$ cat src/rtl/xml_stream_scanner.sv
// xml_stream_scanner: byte-serial XML tokenizer with depth/sibling tracking and valid/ready pipeline.
// Optional XML_QUOTED_VALUE_EN: double-quoted attribute values may contain ' ', '/' and '>'.
module xml_stream_scanner #(
  parameter int MAX_DEPTH = 8,
  parameter int DEPTH_W   = 4,
  parameter int COUNT_W   = 8
) (
  input  logic                             CLOCK,
  input  logic                             reset,
  input  logic                             in_valid,
  output logic                             in_ready,
  input  logic [7:0]                       in_data,
  input  logic                             in_newmsg,
  output logic                             out_valid,
  input  logic                             out_ready,
  output logic [7:0]                       out_data,
  output logic                             out_newmsg,
  output logic                             is_data,
  output logic                             is_tag,
  output logic                             is_name,
  output logic                             is_key,
  output logic                             is_value,
  output logic                             is_comment,
  output logic [DEPTH_W-1:0]               depth,
  output logic                             depth_push,
  output logic                             depth_pop,
  output logic [(MAX_DEPTH+1)*COUNT_W-1:0] pos_flat,
  output logic                             err_overflow,
  output logic                             err_underflow
);
  localparam logic [3:0] S_DATA = 4'd0, S_LT = 4'd1, S_NAME = 4'd2, S_CNAME = 4'd3,
                         S_ATTR = 4'd4, S_KEY = 4'd5, S_VAL = 4'd6, S_SLASH = 4'd7,
                         S_BANG = 4'd8, S_BDASH = 4'd9, S_COMMENT = 4'd10, S_DECL = 4'd11;
`ifdef XML_QUOTED_VALUE_EN
  localparam logic [3:0] S_VALQ = 4'd12;
`endif
  localparam logic [DEPTH_W-1:0] DMAX = DEPTH_W'(MAX_DEPTH);
  logic [3:0] state, s, ns;
  logic [7:0] p1, p2, q1, q2;
  logic [DEPTH_W-1:0] d0, d_n;
  logic [COUNT_W-1:0] pos [0:MAX_DEPTH];
  logic [COUNT_W-1:0] pos_n [0:MAX_DEPTH];
  logic ovf_n, unf_n, acc, gt, sp, sl;
  logic f_tag, f_name, f_key, f_val, f_com, ev_open, ev_close, ev_self;
  assign in_ready = !out_valid || out_ready;
  assign acc = in_valid && in_ready;
  assign gt = in_data == ">";
  assign sp = in_data == " ";
  assign sl = in_data == "/";
  genvar k;
  generate
    for (k = 0; k <= MAX_DEPTH; k++) begin : g_pos
      assign pos_flat[k*COUNT_W +: COUNT_W] = pos[k];
    end
  endgenerate
  // A new message restarts from a clean context before this byte is classified.
  always_comb begin
    s = in_newmsg ? S_DATA : state;
    q1 = in_newmsg ? 8'h00 : p1;
    q2 = in_newmsg ? 8'h00 : p2;
    ns = s;
    f_tag = 1'b1;
    f_name = 1'b0;
    f_key = 1'b0;
    f_val = 1'b0;
    f_com = 1'b0;
    ev_open = 1'b0;
    ev_close = 1'b0;
    ev_self = 1'b0;
    case (s)
      S_DATA: begin
        f_tag = in_data == "<";
        ns = f_tag ? S_LT : S_DATA;
      end
      S_LT:
        if (sl) ns = S_CNAME;
        else if (in_data == "!") ns = S_BANG;
        else if (in_data == "?") ns = S_DECL;
        else if (gt) begin ev_open = 1'b1; ns = S_DATA; end
        else begin ns = S_NAME; f_name = !sp; end
      S_NAME, S_CNAME:
        if (sp) ns = S_ATTR;
        else if (gt) begin ns = S_DATA; ev_open = s == S_NAME; ev_close = s == S_CNAME; end
        else if (sl) ns = s == S_NAME ? S_SLASH : s;
        else f_name = 1'b1;
      S_ATTR:
        if (gt) begin ev_open = 1'b1; ns = S_DATA; end
        else if (sl) ns = S_SLASH;
        else if (!sp) begin ns = S_KEY; f_key = 1'b1; end
      S_KEY:
        if (in_data == "=") ns = S_VAL;
        else if (gt) begin ev_open = 1'b1; ns = S_DATA; end
        else if (sp) ns = S_ATTR;
        else if (sl) ns = S_SLASH;
        else f_key = 1'b1;
      S_VAL:
        if (gt) begin ev_open = 1'b1; ns = S_DATA; end
        else if (sp) ns = S_ATTR;
        else if (sl) ns = S_SLASH;
        else begin
          f_val = 1'b1;
`ifdef XML_QUOTED_VALUE_EN
          if (in_data == "\"" && q1 == "=") ns = S_VALQ;
`endif
        end
`ifdef XML_QUOTED_VALUE_EN
      S_VALQ: begin
        f_val = 1'b1;
        if (in_data == "\"") ns = S_VAL;
      end
`endif
      S_SLASH: if (gt) begin ev_self = 1'b1; ns = S_DATA; end
      S_BANG: ns = gt ? S_DATA : in_data == "-" ? S_BDASH : S_DECL;
      S_BDASH:
        if (in_data == "-") begin ns = S_COMMENT; f_tag = 1'b0; f_com = 1'b1; end
        else ns = gt ? S_DATA : S_DECL;
      S_COMMENT: begin
        f_tag = 1'b0;
        f_com = 1'b1;
        if (gt && q1 == "-" && q2 == "-") ns = S_DATA;
      end
      S_DECL: if (gt) ns = S_DATA;
      default: ns = S_DATA;
    endcase
  end
  always_comb begin
    d0 = in_newmsg ? '0 : depth;
    d_n = d0;
    ovf_n = !in_newmsg && err_overflow;
    unf_n = !in_newmsg && err_underflow;
    for (int i = 0; i <= MAX_DEPTH; i++) pos_n[i] = in_newmsg ? '0 : pos[i];
    if (ev_open) begin
      if (d0 == DMAX) ovf_n = 1'b1;
      else d_n = d0 + 1'b1;
    end
    if (ev_close) begin
      if (d0 == '0) unf_n = 1'b1;
      else begin
        d_n = d0 - 1'b1;
        pos_n[d0 - 1'b1] = pos_n[d0 - 1'b1] + 1'b1;
        pos_n[d0] = '0;
      end
    end
    if (ev_self) begin
      pos_n[d0] = pos_n[d0] + 1'b1;
      if (d0 < DMAX) pos_n[d0 + 1'b1] = '0;
    end
  end
  always_ff @(posedge CLOCK) begin
    if (reset) begin
      state <= S_DATA;
      p1 <= '0;
      p2 <= '0;
      out_valid <= 1'b0;
      out_data <= '0;
      out_newmsg <= 1'b0;
      {is_data, is_tag, is_name, is_key, is_value, is_comment} <= '0;
      depth <= '0;
      depth_push <= 1'b0;
      depth_pop <= 1'b0;
      pos <= '{default: '0};
      err_overflow <= 1'b0;
      err_underflow <= 1'b0;
    end else begin
      if (acc || out_ready) out_valid <= acc;
      if (acc) begin
        state <= ns;
        p1 <= in_data;
        p2 <= q1;
        out_data <= in_data;
        out_newmsg <= in_newmsg;
        is_data <= !f_tag && !f_com;
        is_tag <= f_tag;
        is_name <= f_name;
        is_key <= f_key;
        is_value <= f_val;
        is_comment <= f_com;
        depth <= d_n;
        depth_push <= ev_open && d0 != DMAX;
        depth_pop <= ev_close && d0 != '0;
        pos <= pos_n;
        err_overflow <= ovf_n;
        err_underflow <= unf_n;
      end
    end
  end
endmodule
$ cat config.mk
export PLATFORM = sky130hd
export DESIGN_NAME = xml_stream_scanner
export DESIGN_NICKNAME = d
export VERILOG_FILES = /design/src/rtl/xml_stream_scanner.sv
export SDC_FILE = /design/constraint.sdc
export NUM_CORES = 1
export LEC_CHECK = 0
export BUFFER_PORTS_ARGS = -buffer_cell sky130_fd_sc_hd__buf_2
export CORE_MARGIN = 10
export CORE_UTILIZATION = 30
export DETAILED_ROUTE_END_ITERATION = 10
export PLACE_DENSITY_LB_ADDON = 0.2
export SYNTH_ARGS = -nofsm -noshare
export SYNTH_HDL_FRONTEND = slang
export SYNTH_SLANG_ARGS = --single-unit
export TNS_END_PERCENT = 1
$ cat constraint.sdc
create_clock -name CLOCK -period 12.35 [get_ports CLOCK]
set_input_delay 1.235 -clock CLOCK [delete_from_list [all_inputs] [get_ports CLOCK]]
set_output_delay 1.235 -clock CLOCK [all_outputs]
set_load 0.01 [all_outputs]
==> results_dict.tcl, run 1 <==
set metrics [dict create \
    endpoint_kind "register" \
    cts_resized 0 \
    synthCells 1256 \
    ys_top_cells_by_area "dfxtp_1 25%, a21oi_1 7.9%, nor2_1 7.3%" \
    cts-hold-fix-buffers 0 \
    io_buffers 109 \
    via_count 10670 \
    async_reset_ff_share_pct 0 \
    post_route_cells_drive_above_1_share_pct 15.3 \
    p_per_area_mw_per_mm2 87.9 \
    post-route-period-util_pct 55.7 \
    grt_antenna_before_repair 0 \
    rsz0062_at_grt "no" \
    detail-route-antenna-nets 0 \
    crit_type "primary input to register" \
    ff2ff_path_depth 19 \
    crit_chain "buf_2 > buf_4 > nand2b_1 > nor2_1 > nand2_1 > o22a_4 > inv_4 > ha_1 > inv_1 > nor3_1 > o22ai_1 > a221oi_1 > o22a_1 > ha_1 > nor4b_1 > nand4b_1 > xor2_1 > o22ai_1 > nor2_1 > nor3_1" \
    seq_area_frac_synth_pct 24.7 \
    synth_area_per_cell_um2 6.97 \
    r2r_setup_slack_ns 5.65 \
    syn_to_final_growth_pct 12.2 \
    path_clk_slew_ns 0.08 \
    wl_per_cell_um 27.0 \
    synth_area_mm2 0.00875 \
    drt-initial-drc-count 1321 \
    critPathTopFamily "simple AND/OR/NAND/NOR gates" \
    hold_violations 0 \
    yosysMostFrequentCell "nor2_1" \
    drv_cap 0 \
    outcome "finished, final reports clean" \
    insertion_delay_ns 0.37 \
    die_area_mm2 0.0364 \
    track_usage_pct 24.3 \
    period_needed_ns 6.88 \
    max_stage_delay_ns 0.97 \
    worst_clock_skew_ns 0.0167 \
    rows 62 \
    htreeDepth 3 \
    start_util_pct 30.4 \
    drv_slew 0 \
    yosys.area.top_type_share_pct 24.7 \
    synth.net_count 1272 \
    synthTopCellsByCount "171 x nor2_1, 147 x nand2_1, 138 x a21oi_1, 108 x dfxtp_1, 80 x nor3_1" \
    drc_errors 0 \
    via_per_inst 6.31 \
    critPathLaunchType "primary input" \
    gr-total-overflow 0 \
    place_congestion 1.02 \
    cp.depth 20 \
    root_buffer "clkbuf_16" \
    setup_slack_ns 5.47 \
    fmax_ghz 0.145 \
    synth_edf_count 0 \
    required_ns 12.59 \
    synth_area_leader_cell "dfxtp_1" \
    cts_setup_buffers 0 \
    dieWidth_um 191 \
    fin_setup_tns_ns 0 \
    synth_cell_type_count 102 \
    pre_cts_ws_ns 5.52 \
    die_y_um 191 \
    dpl.hpwl_um 33500 \
    slew_headroom_pct 18.0 \
    cpMaxStageDelayCell "xor2_1" \
    p_leak_nw 3.66 \
    ys_ff_latch 108 \
    ir_worst_vdd_v 0.0000545 \
    grt_pass1_vias 10070 \
    fin_cells 1692 \
    tightest_slew_ns 1.23 \
    antenna_cells 0 \
    synth-main-ff-cell "dfxtp_1" \
    routed_wl_um 45700 \
    cts.sinks 108 \
    clockBufferDepth 2 \
    first_pass_iters 5 \
    critPathBufInv 4 \
    cts_tree "built" \
    placedCellCount 1676 \
    cp_max_fo 61 \
    yosysWarningCount 0 \
    ios 110 \
    hold_depth 2 \
    grt_start_max_net_pins 72 \
    final_nets 1319 \
    cp_data_arrival_time_ns 7.12 \
    cts_buffers 9 \
    hp-class "register to register" \
    grt_pass1_wl_um 67900 \
    setup_violations 0 \
    core_area_mm2 0.0288 \
]
[cell type report]
type	count	area, µm²
timing repair buffer	134	736
inverter	20	77.6
clock buffer	10	229
fill	3161	19000
tap	384	480
sequential	108	2160
clock inverter	6	53.8
multi-input combinational	1030	6080
[report_power, final]
part | internal, mW | leakage, nW | total, mW | switching (mW)
Combinational | 0.0578 | 2.64 | 0.172 | 0.114
Clock | 0.142 | 0.136 | 0.299 | 0.157
Sequential | 0.365 | 0.885 | 0.393 | 0.0286
[registers in the layout, indices dropped and copies added (netlist names), 4 cells and up]
register	flops
pos_flat	72
p1	8
p2	8
depth	4
state	4
[cell usage in the layout (no fill, tap or decap), drive strengths merged, types with 8 or more instances in the layout]
master / instances
a211oi: 45
a21o: 14
a21oi: 141
a221oi: 11
a22oi: 22
a31oi: 11
and2: 9
and3: 20
buf: 134
clkbuf: 10
dfxtp: 108
inv: 24
nand2: 147
nand2b: 15
nand3: 32
nor2: 174
nor2b: 8
nor3: 81
nor3b: 27
nor4: 11
o211ai: 14
o21ai: 57
o22ai: 34
o31ai: 11
xor2: 10
[stage by stage]
stage / util (%) / instance area (µm²) / total power [mW] / hold slack (ns)
detailed placement: 33.1 / 9540 / 0.569 / 0.442
finish: 34.1 / 9820 / 0.864 / 0.453
global placement: 33.1 / 9540 / 0.569 / 0.440
global route: 34.1 / 9820 / 0.900 / 0.469
floorplan: - / 8750 / 0.502 / 0.427
CTS: 34.1 / 9820 / 0.870 / 0.454
[layer usage]
layer	track usage [%]	wire length (µm)	up-vias	share of wire (%)
met1	34.0	20300	5158	44
met5	0	0	-	0
met2	35.3	19300	637	42
met3	5.29	4420	101	9.7
met4	9.78	1660	0	3.6
li1	-	-	4774	-
[cells by family after synthesis]
kind of cell	Yosys count	share of synthesized area, %
AND/OR/NAND/NOR	563	31.7
multiplexers	14	1.97
adder cells (fa/ha/maj)	4	0.543
AO/OA/AOI/OAI	433	33.2
flip-flops	108	24.7
XOR/XNOR	16	1.94
buffers and inverters	118	5.99
[final timing paths]
check / startpoint / end
setup / recovery: in_newmsg / pos_flat[22]$_SDFFE_PP0P_
hold / removal: p2[6]$_SDFFE_PP0P_ / p2[6]$_SDFFE_PP0P_
setup reg to reg: depth[1]$_SDFFE_PP0P_ / pos_flat[22]$_SDFFE_PP0P_
hold reg to reg: p2[6]$_SDFFE_PP0P_ / p2[6]$_SDFFE_PP0P_
[worst min-delay path: stages (launching register included)]
cell,delay (ns)
dfxtp_1,0.31
nand2_1,0.05
a21oi_1,0.05
(Power assumes the default switching activity.)
==> run 2, diff against run 1 <==
- clock period: 12.35 -> 6 ns (I/O delays scaled with it)
==> run 2 against run 1 <==
  * Critical path depth shrank 3
  * Design area increased by 2.0%
  * Highest routed layer unchanged
  * Sequential share of layout area shrank 0.43 points
  * Largest power group unchanged
  * Critical path type is now register to register
  * Die area is the same
  * Sequential cell count did not move
  * Clock skew down 0.0019 ns
==> results_dict.tcl, run 2 (synthesis gave the netlist of run 1 again) <==
set metrics [dict create \
    hp-class "register to register" \
    dpl.hpwl_um 35300 \
    antenna_cells 0 \
    track_usage_pct 25.3 \
    start_util_pct 30.4 \
    p_per_area_mw_per_mm2 181 \
    layout.cells.most_common_list "171 x nor2_1, 146 x nand2_1, 138 x a21oi_1" \
    syn_to_final_growth_pct 14.4 \
    hold_violations 0 \
    htreeDepth 3 \
    total_power_mw 1.82 \
    drc_errors 0 \
    outcome "finished, final reports clean" \
    final_nets 1343 \
    routed_wl_um 47400 \
    insertion_delay_ns 0.38 \
    rows 62 \
    root_buffer "clkbuf_16" \
    final_area_mm2 0.0100 \
    first_pass_iters 6 \
    post_route_cells_drive_above_1_share_pct 16.9 \
    ir_worst_vdd_v 0.000128 \
    via_per_inst 6.23 \
    max_stage_delay_ns 0.80 \
    place_area_mm2 0.00972 \
    clockBufferDepth 2 \
    critPathBufInv 2 \
    die_area_mm2 0.0364 \
    fin_setup_tns_ns 0 \
    grt_pass1_vias 10189 \
    path_clk_slew_ns 0.09 \
    die_y_um 191 \
    crit_type "register to register" \
    grt_antenna_before_repair 0 \
    drv_cap 0 \
    finish.utilization_pct 34.8 \
    endpoint_kind "register" \
    final_common_cell "nor2_1" \
    cts_setup_buffers 0 \
    grt_pass1_wl_um 70100 \
    cts_tree "built" \
    core_area_mm2 0.0288 \
    ios 110 \
    grt_start_max_net_pins 73 \
    largest_reg_flops 72 \
    cts_buffers 9 \
    io_buffers 109 \
    setup_slack_ns 0.759 \
    detail-route-antenna-nets 0 \
    setup_violations 0 \
    pre_cts_ws_ns 0.866 \
    drv_slew 0 \
    gr-total-overflow 0 \
    cp_max_fo 32 \
    dieWidth_um 191 \
    drt-initial-drc-count 1577 \
    post-route-period-util_pct 87.4 \
    critPathTopFamily "compound AO/OA/AOI/OAI gates" \
    cpMaxStageDelayCell "dfxtp_2" \
    worst_clock_skew_ns 0.0148 \
    required_ns 6.30 \
    rsz0062_at_grt "no" \
    wl_per_cell_um 27.6 \
    period_needed_ns 5.24 \
    via_count 10697 \
    slew_headroom_pct 24.3 \
    crit_chain "or3_1 > nand2_1 > a221o_1 > o22a_4 > inv_4 > ha_1 > inv_1 > nor3_1 > o22ai_1 > a221oi_1 > o22a_1 > ha_1 > nor4b_1 > nand2b_1 > xnor2_2 > a311oi_1 > nor3_1" \
    place_congestion 1.04 \
    cp_data_arrival_time_ns 5.54 \
    cts_resized 0 \
    critPathLaunchType "register" \
    cts-hold-fix-buffers 0 \
    cts.sinks 108 \
    tightest_slew_ns 1.12 \
    fmax_ghz 0.191 \
    p_leak_nw 3.79 \
]
[run 2: changes by cell type in the layout (fill, tap and decap cells not counted), sizes merged]
cell and change:
clkinv +2, bufinv +1, inv -2, buf +24
clkbuf -1
[run 2: power by group]
group | internal, mW | leakage [nW] | total, mW | switching [mW]
clock network | 0.327 | 0.146 | 0.645 | 0.318
registers | 0.751 | 0.885 | 0.816 | 0.0656
logic | 0.123 | 2.76 | 0.356 | 0.233
[run 2: worst paths after layout]
kind                                       startpoint                         to  slack, ns  cells after the start
worst max-delay path            depth[1]$_SDFFE_PP0P_  pos_flat[60]$_SDFFE_PP0P_       0.76                     17
worst min-delay path               p2[7]$_SDFFE_PP0P_         p2[7]$_SDFFE_PP0P_       0.45                      2
worst max register to register  depth[1]$_SDFFE_PP0P_  pos_flat[60]$_SDFFE_PP0P_       0.76                     17
worst min register to register     p2[7]$_SDFFE_PP0P_         p2[7]$_SDFFE_PP0P_       0.45                      2
[run 2: area by class of cell]
cell class | instances | area [µm²]
sequential | 108 | 2160
timing repair buffer | 158 | 916
fill | 3212 | 18800
multi-input combinational | 1030 | 6080
clock inverter | 7 | 73.8
clock buffer | 9 | 225
inverter | 20 | 77.6
tap | 384 | 480
[run 2: worst register-to-register path: cells and delay by family (launching register included)]
kind | cells | cell delay, ns
AOI/OAI and AO/OA | 6 | 1.68
and+or+nand+nor | 6 | 1.61
DFF | 1 | 0.80
xor gates and xnor gates | 1 | 0.58
adders and majority gates | 2 | 0.34
buffers and inverters | 2 | 0.17
[run 2: metrics by stage]
step / hold WS (ns) / instances
floorplan: 0.427 / 1256
global placement: 0.439 / 1700
detailed placement: 0.443 / 1700
CTS: 0.454 / 1716
global route: 0.465 / 1716
finish: 0.453 / 1716
[run 2: per-layer routing]
| metal | up-vias | GRT usage, % | share of wire (%) |
|---|---|---|---|
| li1 | 4823 | - | - |
| met1 | 5130 | 35.6 | 44 |
| met2 | 645 | 36.8 | 43 |
| met3 | 99 | 4.77 | 9.7 |
| met4 | 0 | 10.4 | 3.9 |
| met5 | - | 0 | 0 |
==> run 3, diff against run 2 <==
==> constraint.sdc (replaced) <==
create_clock -name CLOCK -period 6 [get_ports CLOCK]
set_input_delay 0 -clock CLOCK [delete_from_list [all_inputs] [get_ports CLOCK]]
set_output_delay 0 -clock CLOCK [all_outputs]
set_load 0.01 [all_outputs]
==> run 3 against run 2 <==
  * Register-to-register slack worse by 0.12 ns
  * Die area stayed put
  * Setup slack worse by 0.12 ns
  * Critical path depth is 1 higher
  * Cell count is 0.70% higher
  * Clock power is 9.5% higher
  * Clock-buffer cell count stayed put
  * Maximum frequency is 2.3% lower
  * Core utilization is 0.52 points higher
  * Clock skew is 0.0025 ns lower
  * First-iteration DRC count is 3.4% higher
  * Critical path type unchanged
  * Critical endpoint unchanged
==> results_dict.tcl, run 3 (synthesis gave the netlist of run 1 again) <==
set metrics [dict create \
    outcome "finished, final reports clean" \
    rows 62 \
    fin_setup_tns_ns 0 \
    clockBufferDepth 2 \
    cts_buffers 9 \
    crit_top_cell "nor3_1" \
    root_buffer "clkbuf_16" \
    reg2reg_from "depth[1]$_SDFFE_PP0P_" \
    largest_reg_flops 72 \
    start_util_pct 30.4 \
    die_y_um 191 \
    cts_setup_buffers 0 \
    worst_clock_skew_ns 0.0123 \
    detail-route-antenna-nets 0 \
    htreeDepth 3 \
    finish.utilization_pct 35.3 \
    cts.sinks 108 \
    crit_type "register to register" \
    min-delay-start "out_ready" \
    tightest_slew_ns 1.13 \
    post-route-period-util_pct 89.4 \
    hp-class "primary input to register" \
    wl_per_cell_um 27.3 \
    grt_pass1_vias 10335 \
    ff2ff_path_depth 18 \
    place_congestion 1.04 \
    crit_start "depth[1]$_SDFFE_PP0P_" \
    drt-initial-drc-count 1631 \
    critPathLaunchType "register" \
    insertion_delay_ns 0.38 \
    setup_slack_ns 0.637 \
    grt_pass1_wl_um 69800 \
    placedCellCount 1703 \
    required_ns 6.29 \
    syn_to_final_growth_pct 16.1 \
    fmax_ghz 0.186 \
    total_power_mw 1.89 \
    via_count 10805 \
    core_area_mm2 0.0288 \
    drv_cap 0 \
    drv_slew 0 \
    p_leak_nw 3.86 \
    dieWidth_um 191 \
    final_nets 1355 \
    endpoint_kind "register" \
    cp_max_fo 24 \
    track_usage_pct 25.2 \
    setup_violations 0 \
    drc_errors 0 \
    final_common_cell "nor2_1" \
    hold_violations 0 \
    period_needed_ns 5.36 \
    ir_worst_vdd_v 0.000109 \
    p_per_area_mw_per_mm2 186 \
    final_area_mm2 0.0102 \
    gr-total-overflow 0 \
    path_clk_slew_ns 0.09 \
    ios 110 \
    multi_input_area_mm2 0.00608 \
    slew_headroom_pct 24.7 \
    cts_tree "built" \
    rsz0062_at_grt "no" \
    holdWs_ns 0.0147 \
    via_per_inst 6.25 \
    io_buffers 109 \
    first_pass_iters 6 \
    layout.cells.most_common_list "171 x nor2_1, 146 x nand2_1, 138 x a21oi_1" \
    routed_wl_um 47200 \
    regArea_mm2 0.00216 \
    fill_cells 3129 \
    hold_depth 3 \
    post_route_cells_drive_above_1_share_pct 17.0 \
    cts_resized 0 \
    dpl.hpwl_um 35000 \
    grt_antenna_before_repair 0 \
    crit_chain "buf_4 > nand2b_1 > nor3_1 > a221o_1 > o22a_4 > inv_4 > ha_1 > inv_1 > nor3_1 > o22ai_1 > a221oi_1 > o22a_1 > ha_1 > nor4b_1 > nand2b_1 > xnor2_2 > a311oi_1 > nor3_1" \
    grt_start_max_net_pins 68 \
    pre_cts_ws_ns 0.902 \
    fin_cells 1728 \
    cpMaxStageDelayCell "dfxtp_2" \
    cp_data_arrival_time_ns 5.65 \
    cts-hold-fix-buffers 9 \
    place_area_mm2 0.00975 \
    die_area_mm2 0.0364 \
    antenna_cells 0 \
    max_stage_delay_ns 0.68 \
]
-- run 3: where the power goes --
group          switching (mW)  internal [mW]
logic                   0.239          0.129
registers              0.0623          0.751
clock network           0.330          0.376
total                   0.632           1.26
-- run 3: final timing paths --
kind                               endpoint  slack (ns)
setup / recovery  pos_flat[60]$_SDFFE_PP0P_        0.64
hold / removal       out_valid$_SDFFE_PP0P_        0.01
setup reg to reg  pos_flat[60]$_SDFFE_PP0P_        0.64
hold reg to reg          p2[5]$_SDFFE_PP0P_        0.45
-- run 3: routing by layer --
metal  global-route usage, %  vias to the layer above  wire length, µm
li1                        -                     4845                -
met1                    35.4                     5180            20800
met2                    36.4                      672            20100
met3                    5.25                      108             4790
met4                    10.5                        0             1630
met5                       0                        -                0
-- run 3: final cells by class --
type	count	share of cell area, %
clock buffers	9	2.22
repair buffers	170	10.1
clock inverters	7	1.03
multi-input cells	1030	59.9
inverters	20	0.763
well taps	384	4.73
flip-flops and latches	108	21.3
-- run 3: worst max-delay path: cells and delay by family, from the launching register on --
| family | cells | cell delay (ns) |
|---|---|---|
| simple gates | 6 | 1.56 |
| buf+inv | 3 | 0.44 |
| flops | 1 | 0.68 |
| xor+xnor | 1 | 0.60 |
| fa+ha+maj | 2 | 0.48 |
| compound gates | 6 | 1.52 |
